$ cat config.mk
export PLATFORM = sky130hd
export DESIGN_NAME = program_loader
export DESIGN_NICKNAME = d
export VERILOG_FILES = /design/src/rtl/program_loader_pkg.sv /design/src/rtl/program_loader.sv
export SDC_FILE = /design/constraint.sdc
export NUM_CORES = 1
export LEC_CHECK = 0
export ABC_AREA = 1
export CAP_MARGIN = 20
export CORE_ASPECT_RATIO = 1.75
export CORE_MARGIN = 3
export CORE_UTILIZATION = 50
export CTS_CLUSTER_DIAMETER = 150
export DETAILED_ROUTE_END_ITERATION = 10
export PLACE_DENSITY = 0.81
export SKIP_CTS_REPAIR_TIMING = 1
export SYNTH_ARGS = -nofsm -noshare
export SYNTH_HDL_FRONTEND = slang
export SYNTH_SLANG_ARGS = --single-unit
$ cat constraint.sdc
create_clock -name clock -period 3.9 [get_ports clock]
set_clock_uncertainty 0.2 [all_clocks]
set_input_delay 1.17 -clock clock [delete_from_list [all_inputs] [get_ports clock]]
set_output_delay 1.17 -clock clock [all_outputs]
set_load 0.02 [all_outputs]
$ cat src/rtl/program_loader_pkg.sv
// program_loader_pkg: loader FSM encoding, width defaults and system control state encoding
package program_loader_pkg;
  localparam int DATA_WIDTH_DEF = 16;
  localparam int ADDR_WIDTH_DEF = 16;
  typedef enum logic [1:0] {LD_IDLE, LD_STREAM, LD_DRAIN, LD_DONE} loader_state_t;
  typedef enum logic [1:0] {SYS_IDLE, SYS_LOADING, SYS_EXECUTING} system_state_t;
endpackage

$ cat src/rtl/program_loader.sv
// program_loader: streams a program image from a read-only source into RAM, one word per cycle
module program_loader
  import program_loader_pkg::*;
#(
  parameter int DATA_WIDTH = DATA_WIDTH_DEF,
  parameter int ADDR_WIDTH = ADDR_WIDTH_DEF,
  parameter logic [ADDR_WIDTH-1:0] LOAD_BASE = '0,
  parameter int MAX_WORDS = 256
)(
  input  logic                  clock,
  input  logic                  reset,
  input  logic                  start,
  input  logic [ADDR_WIDTH-1:0] length,
  output logic                  src_en,
  output logic [ADDR_WIDTH-1:0] src_addr,
  input  logic [DATA_WIDTH-1:0] src_data,
  output logic                  mem_write,
  output logic [ADDR_WIDTH-1:0] mem_addr,
  output logic [DATA_WIDTH-1:0] mem_write_data,
  output logic                  busy,
  output logic                  done,
  output logic                  clamped,
  output logic [ADDR_WIDTH-1:0] words_loaded,
  output logic [DATA_WIDTH-1:0] checksum
);
  localparam logic [ADDR_WIDTH-1:0] MAX_N = ADDR_WIDTH'(MAX_WORDS);
  localparam logic [ADDR_WIDTH-1:0] ONE = ADDR_WIDTH'(1);
  loader_state_t state, state_next;
  logic [ADDR_WIDTH-1:0] n, rd_idx, wr_addr, len_n;
  logic wr_valid, accept, last_rd;
  always_comb begin
    len_n = length > MAX_N ? MAX_N : length;
    accept = state == LD_IDLE && start;
    last_rd = rd_idx == n - ONE;
    state_next = state == LD_IDLE ? (start ? (len_n == '0 ? LD_DONE : LD_STREAM) : LD_IDLE)
      : state == LD_STREAM ? (last_rd ? LD_DRAIN : LD_STREAM)
      : state == LD_DRAIN ? LD_DONE : LD_IDLE;
    src_en = state == LD_STREAM;
    src_addr = rd_idx;
    busy = state == LD_STREAM || state == LD_DRAIN;
    done = state == LD_DONE;
    mem_write = wr_valid;
    mem_addr = wr_addr;
    mem_write_data = wr_valid ? src_data : '0;
  end
  // the write stage trails the read by one cycle, matching the source's 1-cycle read latency
  always_ff @(posedge clock)
    if (!reset) begin
      state <= LD_IDLE;
      n <= '0;
      rd_idx <= '0;
      wr_addr <= '0;
      wr_valid <= 1'b0;
      clamped <= 1'b0;
      words_loaded <= '0;
      checksum <= '0;
    end else begin
      state <= state_next;
      wr_valid <= state == LD_STREAM;
      if (state == LD_STREAM) begin
        rd_idx <= rd_idx + ONE;
        wr_addr <= LOAD_BASE + rd_idx;
      end
      if (wr_valid) begin
        words_loaded <= words_loaded + ONE;
        checksum <= checksum + mem_write_data;
      end
      if (accept) begin
        n <= len_n;
        rd_idx <= '0;
        clamped <= length > MAX_N;
        words_loaded <= '0;
        checksum <= '0;
      end
    end
endmodule

======== Word level (Yosys, flattened, before mapping) ========
Index checks and enable logic that the tools add are counted.
storage, ports and cells
  bits in registers ....................... 84
  output and inout bits ................... 85
operators by class
  bitwise logic cells ..................... 1
  magnitude comparators ................... 1
  mux-type cells .......................... 8
  add/sub/neg operators ................... 4
  eq/ne operators ......................... 4
  reduce and logical (&&, ||, !) cells .... 5
operators by type and width
  kind                                                  number
  adder 16 x 1 -> 16 bit (second input constant)        2
  two-way mux 16 bit                                    2
  adder 16 bit                                          1
  == test 16 bit                                        1
  > comparator 16 x 9 -> 1 bit (second input constant)  1
  zero test 16 bit                                      1
  subtractor 16 x 1 -> 16 bit (second input constant)   1
  two-way mux 2 bit                                     6
  == test 2 bit (second input constant)                 2
  == test 2 x 1 -> 1 bit (second input constant)        1
  zero test 2 bit                                       1
  OR reduction 2 bit                                    1
  logical AND 1 bit                                     1
  logical OR 1 bit                                      1
  inverter 1 bit                                        1

======== Logic depth before layout (Yosys ltp) ========
  depth in word-level cells ............... 6
  depth in mapped cells ................... 17
  mapped depth without buffers ............ 15

======== Worst setup path after synthesis ========
Ideal clock, no wire load.
  kind .................................... flip-flop to flip-flop
  start point ............................. register wr_valid, in the netlist mem_write
  end point ............................... register checksum[10]
  arrival time ............................ 2946 ps
  data required time ...................... 3642 ps
  setup time .............................. 58 ps
  stages on the path, launching flop included .. 17
  path buffers ............................ 3
  slack ................................... 696 ps
  cell sequence ........................... dfxtp_1 -> buf_4 -> clkbuf_1 -> buf_1 -> nand2_1 -> inv_1 -> ha_1 -> inv_1 -> fa_1 -> o21ai_1 -> a21oi_1 -> nor2_1 -> nor2_1 -> or2_0 -> nand3_1 -> o211ai_1 -> inv_1
between the ends
  word-level cells in the longest chain between the ends .. 2
RTL lines
  element                 line                  text
  from (decl)             program_loader.sv:30  logic wr_valid, accept, last_rd;
  from (signal assigned)  program_loader.sv:53  wr_valid <= 1'b0;
  from (signal assigned)  program_loader.sv:59  wr_valid <= state == LD_STREAM;
  two-way mux 16 bit      program_loader.sv:44  mem_write_data = wr_valid ? src_data : '0;
  via mem_write_data[0]   program_loader.sv:19  output logic [DATA_WIDTH-1:0] mem_write_data,
  adder 16 bit            program_loader.sv:66  checksum <= checksum + mem_write_data;
  to (signal assigned)    program_loader.sv:66
  to (decl)               program_loader.sv:24  output logic [DATA_WIDTH-1:0] checksum
The timed path passes the listed nets, and every way through them passes these cells.
A chain may end at the register's enable or synchronous reset.

======== Final worst setup path ========
  start point ............................. input port src_data[1]
  end point ............................... output port mem_write_data[1]
between the ends
  word-level cells in the longest chain between the ends .. 1
RTL lines
  element             line                  text
  from (decl)         program_loader.sv:16  input logic [DATA_WIDTH-1:0] src_data,
  two-way mux 16 bit  program_loader.sv:44
  to (decl)           program_loader.sv:19
No other way between the ends.

==> impl_metrics.env <==
export IMPL_grt_pass1_wl_um=21500
export IMPL_design_area_um2=6430
export IMPL_synthFlopType="dfxtp_1"
export IMPL_die_area_um2=10700
export IMPL_grt_antenna_before_repair=0
export IMPL_slew_viol_final=0
export IMPL_synthDistinctLibCells=41
export IMPL_p_seq_share_pct=41.2
export IMPL_grt_max_degree=34
export IMPL_r2r_start="mem_write"
export IMPL_cts_buffers_inserted=9
export IMPL_power_switching_mw=0.489
export IMPL_synth_top_area_share_pct=35.5
export IMPL_layout_commonest_cell="nand2_1"
export IMPL_ys_ff_latch=84
export IMPL_vias=4921
export IMPL_cts_tree="built"
export IMPL_postSynthCellCount=696
export IMPL_grtUsageTotal_pct=24.8
export IMPL_min_period_ns=3.87
export IMPL_p_clk_share_pct=47.8
export IMPL_clock_fmax_mhz=258
export IMPL_place_hpwl_um=9910
export IMPL_post_drt_wl_per_cell_um=13.9
export IMPL_rsz0062_at_grt="no"
export IMPL_cp_slowest_stage_delay_ns=0.63
export IMPL_cts_sinks=84
export IMPL_r2r_setup_slack_ns=1.00
export IMPL_synthAdderAreaFrac_pct=6.23
export IMPL_hold_ws_ns=0.258
export IMPL_syn_to_final_growth_pct=35.6
export IMPL_fill_cells=761
export IMPL_dp_cells=924
export IMPL_peakVddDrop_uv=243
export IMPL_die_x_um=79.6
export IMPL_ioPinCount=120
export IMPL_hp_class="flop to flop"
export IMPL_setup_tns_ns=0
export IMPL_ff2ff_path_depth=14
export IMPL_drc=0
export IMPL_start_util_pct=51.8
export IMPL_drtIter0Drc=261
export IMPL_firstDrtPassIters=5
export IMPL_grt_overflow=0
export IMPL_multiInputGateArea_um2=2590
export IMPL_synth_mux_area_share_pct=0
export IMPL_core_um2=9150
export IMPL_final_cell_mix="147 x nand2_1, 119 x clkdlybuf4s50_1, 99 x inv_1"
export IMPL_fin_crit_sh_pct=99.2
export IMPL_gp_congestion=0.931
export IMPL_leakagePower_nw=2.87
export IMPL_reg2reg_to="checksum[10]"
export IMPL_diodes=0
export IMPL_clk_pin_slew_worst_paths_ns=0.06
export IMPL_final_cells=940
export IMPL_synth_edf_count=0
export IMPL_syn_area_um2=4740
export IMPL_yosysWarnings=0
export IMPL_first_global_vias=4908
export IMPL_clock_path_buffers=2
export IMPL_routed_wl_um=13100
export IMPL_avgSynthCellArea_um2=6.81
export IMPL_power_frac_comb_pct=11.1
export IMPL_required_ns=2.53
export IMPL_layout_drive_gt1_share_pct=6.10
export IMPL_synth_compound_area_share_pct=13.6
export IMPL_syn_nets=754
export IMPL_crit_type="primary input to primary output"
export IMPL_p_per_area_nw_per_um2=337
export IMPL_clk_root_buffer_cell="clkbuf_16"
export IMPL_die_height_um=135
export IMPL_io_buffers=119
export IMPL_clkLatencyLatePin_ns=0.33
export IMPL_seq_area_um2=1680
export IMPL_ys_seq_area_share_pct=35.5
export IMPL_hold_depth=2
export IMPL_finalHoldViolCount=0
export IMPL_placed_cell_area_um2=6060
export IMPL_async_reset_ff_share_pct=0
export IMPL_end_kind="primary output"
export IMPL_synth_top_area_cell="dfxtp_1"
export IMPL_arrival_ns=2.50
export IMPL_status="complete, no violations"
export IMPL_holdPathEnd="n[15]"
export IMPL_fin_util_pct=70.2
export IMPL_ys_top_cells_by_area="dfxtp_1 35%, nand2_1 12%, inv_1 7.8%"
export IMPL_hold_path_startpoint="n[15]"
export IMPL_drv_cap=0
export IMPL_path_max_fanout=2
export IMPL_setup_violations=0
export IMPL_num_rows=46
export IMPL_cp_slowest_cell="clkdlybuf4s50_1"
export IMPL_cpMostUsedCell="clkdlybuf4s50_1"
export IMPL_worst_pin_slew_ns=0.731
export IMPL_crit_chain="clkdlybuf4s50_1 > nand2_1 > inv_1 > clkdlybuf4s50_1"
export IMPL_slew_headroom_pct=51.2
export IMPL_p_int_mw=1.68
export IMPL_synthXorXnorAreaFrac_pct=4.62
export IMPL_htreeDepth=3
export IMPL_switching_share_pct=22.6
export IMPL_nets=873
export IMPL_synth_top_family_by_area="simple AND/OR/NAND/NOR gates"
export IMPL_antenna_left=0
export IMPL_critPathLaunchType="primary input"
export IMPL_synth_simple_area_share_pct=30.3
export IMPL_via_per_inst=5.24
## metal layers
metal  vias to the layer above  wire (µm)  global-route usage, %
li1                       2476          -                      -
met1                      2240       4820                   24.9
met2                       172       7170                   47.9
met3                        33        636                   3.27
met4                         0        446                   12.9
met5                         -          0                      0
## cell families after synthesis
| group | Yosys count |
|---|---|
| fa+ha+maj | 23 |
| compound gates | 119 |
| buf+inv | 122 |
| xor+xnor | 25 |
| simple gates | 323 |
| flops | 84 |
## state kept, by name, summed over array words and instances, names as in the netlist
register / count
n: 16
words_loaded: 16
src_addr: 16
clamped: 1
mem_addr: 16
state: 2
checksum: 16
mem_write: 1
## through the flow
stage,power [mW],worst slack (ns)
global placement,1.14,0.0691
floorplan,1.04,0.696
finish,2.17,0.0295
detailed placement,1.15,0.0344
global route,2.24,0.0152
CTS,2.18,0.0283
## power by group through the flow
| stage | registers [mW] | clock network (mW) | logic [mW] |
|---|---|---|---|
| 2_1_floorplan | 0.927 | 0 | 0.111 |
| 3_3_place_gp | 0.909 | 0 | 0.233 |
| 3_5_place_dp | 0.910 | 0 | 0.239 |
| 4_1_cts | 0.891 | 1.05 | 0.240 |
| 5_1_grt | 0.893 | 1.08 | 0.262 |
| 6_report | 0.892 | 1.03 | 0.240 |
## cell type report
cell class | instances | share of cell area [%]
Clock inverter | 6 | 2.12
Inverter | 103 | 6.01
Clock buffer | 10 | 3.56
Sequential cell | 84 | 26.2
Timing Repair Buffer | 127 | 19.5
Multi-Input combinational cell | 490 | 40.3
Tap cell | 120 | 2.34
## synth_stat cells (2+ instances only)
cell type  instances
o211ai_1           2
a21oi_1           51
ha_1              22
o22ai_1            8
nor2_1            84
nor2_4             2
nor3_1            17
nand2_2            4
or2_2              2
dfxtp_1           84
nor2_2             9
nand3b_1           2
clkbuf_1          15
nand4_1            7
o221ai_1           3
buf_2              2
a211oi_1           4
o21ai_1            4
nand2_1          147
clkinv_1           2
inv_1             99
or2_0              2
nor3_2             2
xor2_1            17
o21ai_0           40
xnor2_1            8
nand3_1           37
a31oi_1            3
nand3_2            4
inv_2              2
## critical path, delay by kind of cell
family / cells / cell delay [ns]
buffers and inverters: 3 / 1.24
AND/OR/NAND/NOR: 1 / 0.09
## how the worst max path moves through the flow
| stage | depth (start not counted) | end | startpoint | slack [ns] |
|---|---|---|---|---|
| 6_report | 4 | mem_write_data[1] | src_data[1] | 0.03 |
| 5_1_grt | 4 | mem_write_data[1] | src_data[1] | 0.02 |
| 4_1_cts | 4 | mem_write_data[1] | src_data[1] | 0.03 |
| 3_5_place_dp | 4 | mem_write_data[1] | src_data[1] | 0.03 |
| 3_3_place_gp | 4 | mem_write_data[1] | src_data[1] | 0.07 |
| 2_1_floorplan | 16 | checksum[10] | mem_write | 0.70 |
(Power assumes the default switching activity.)
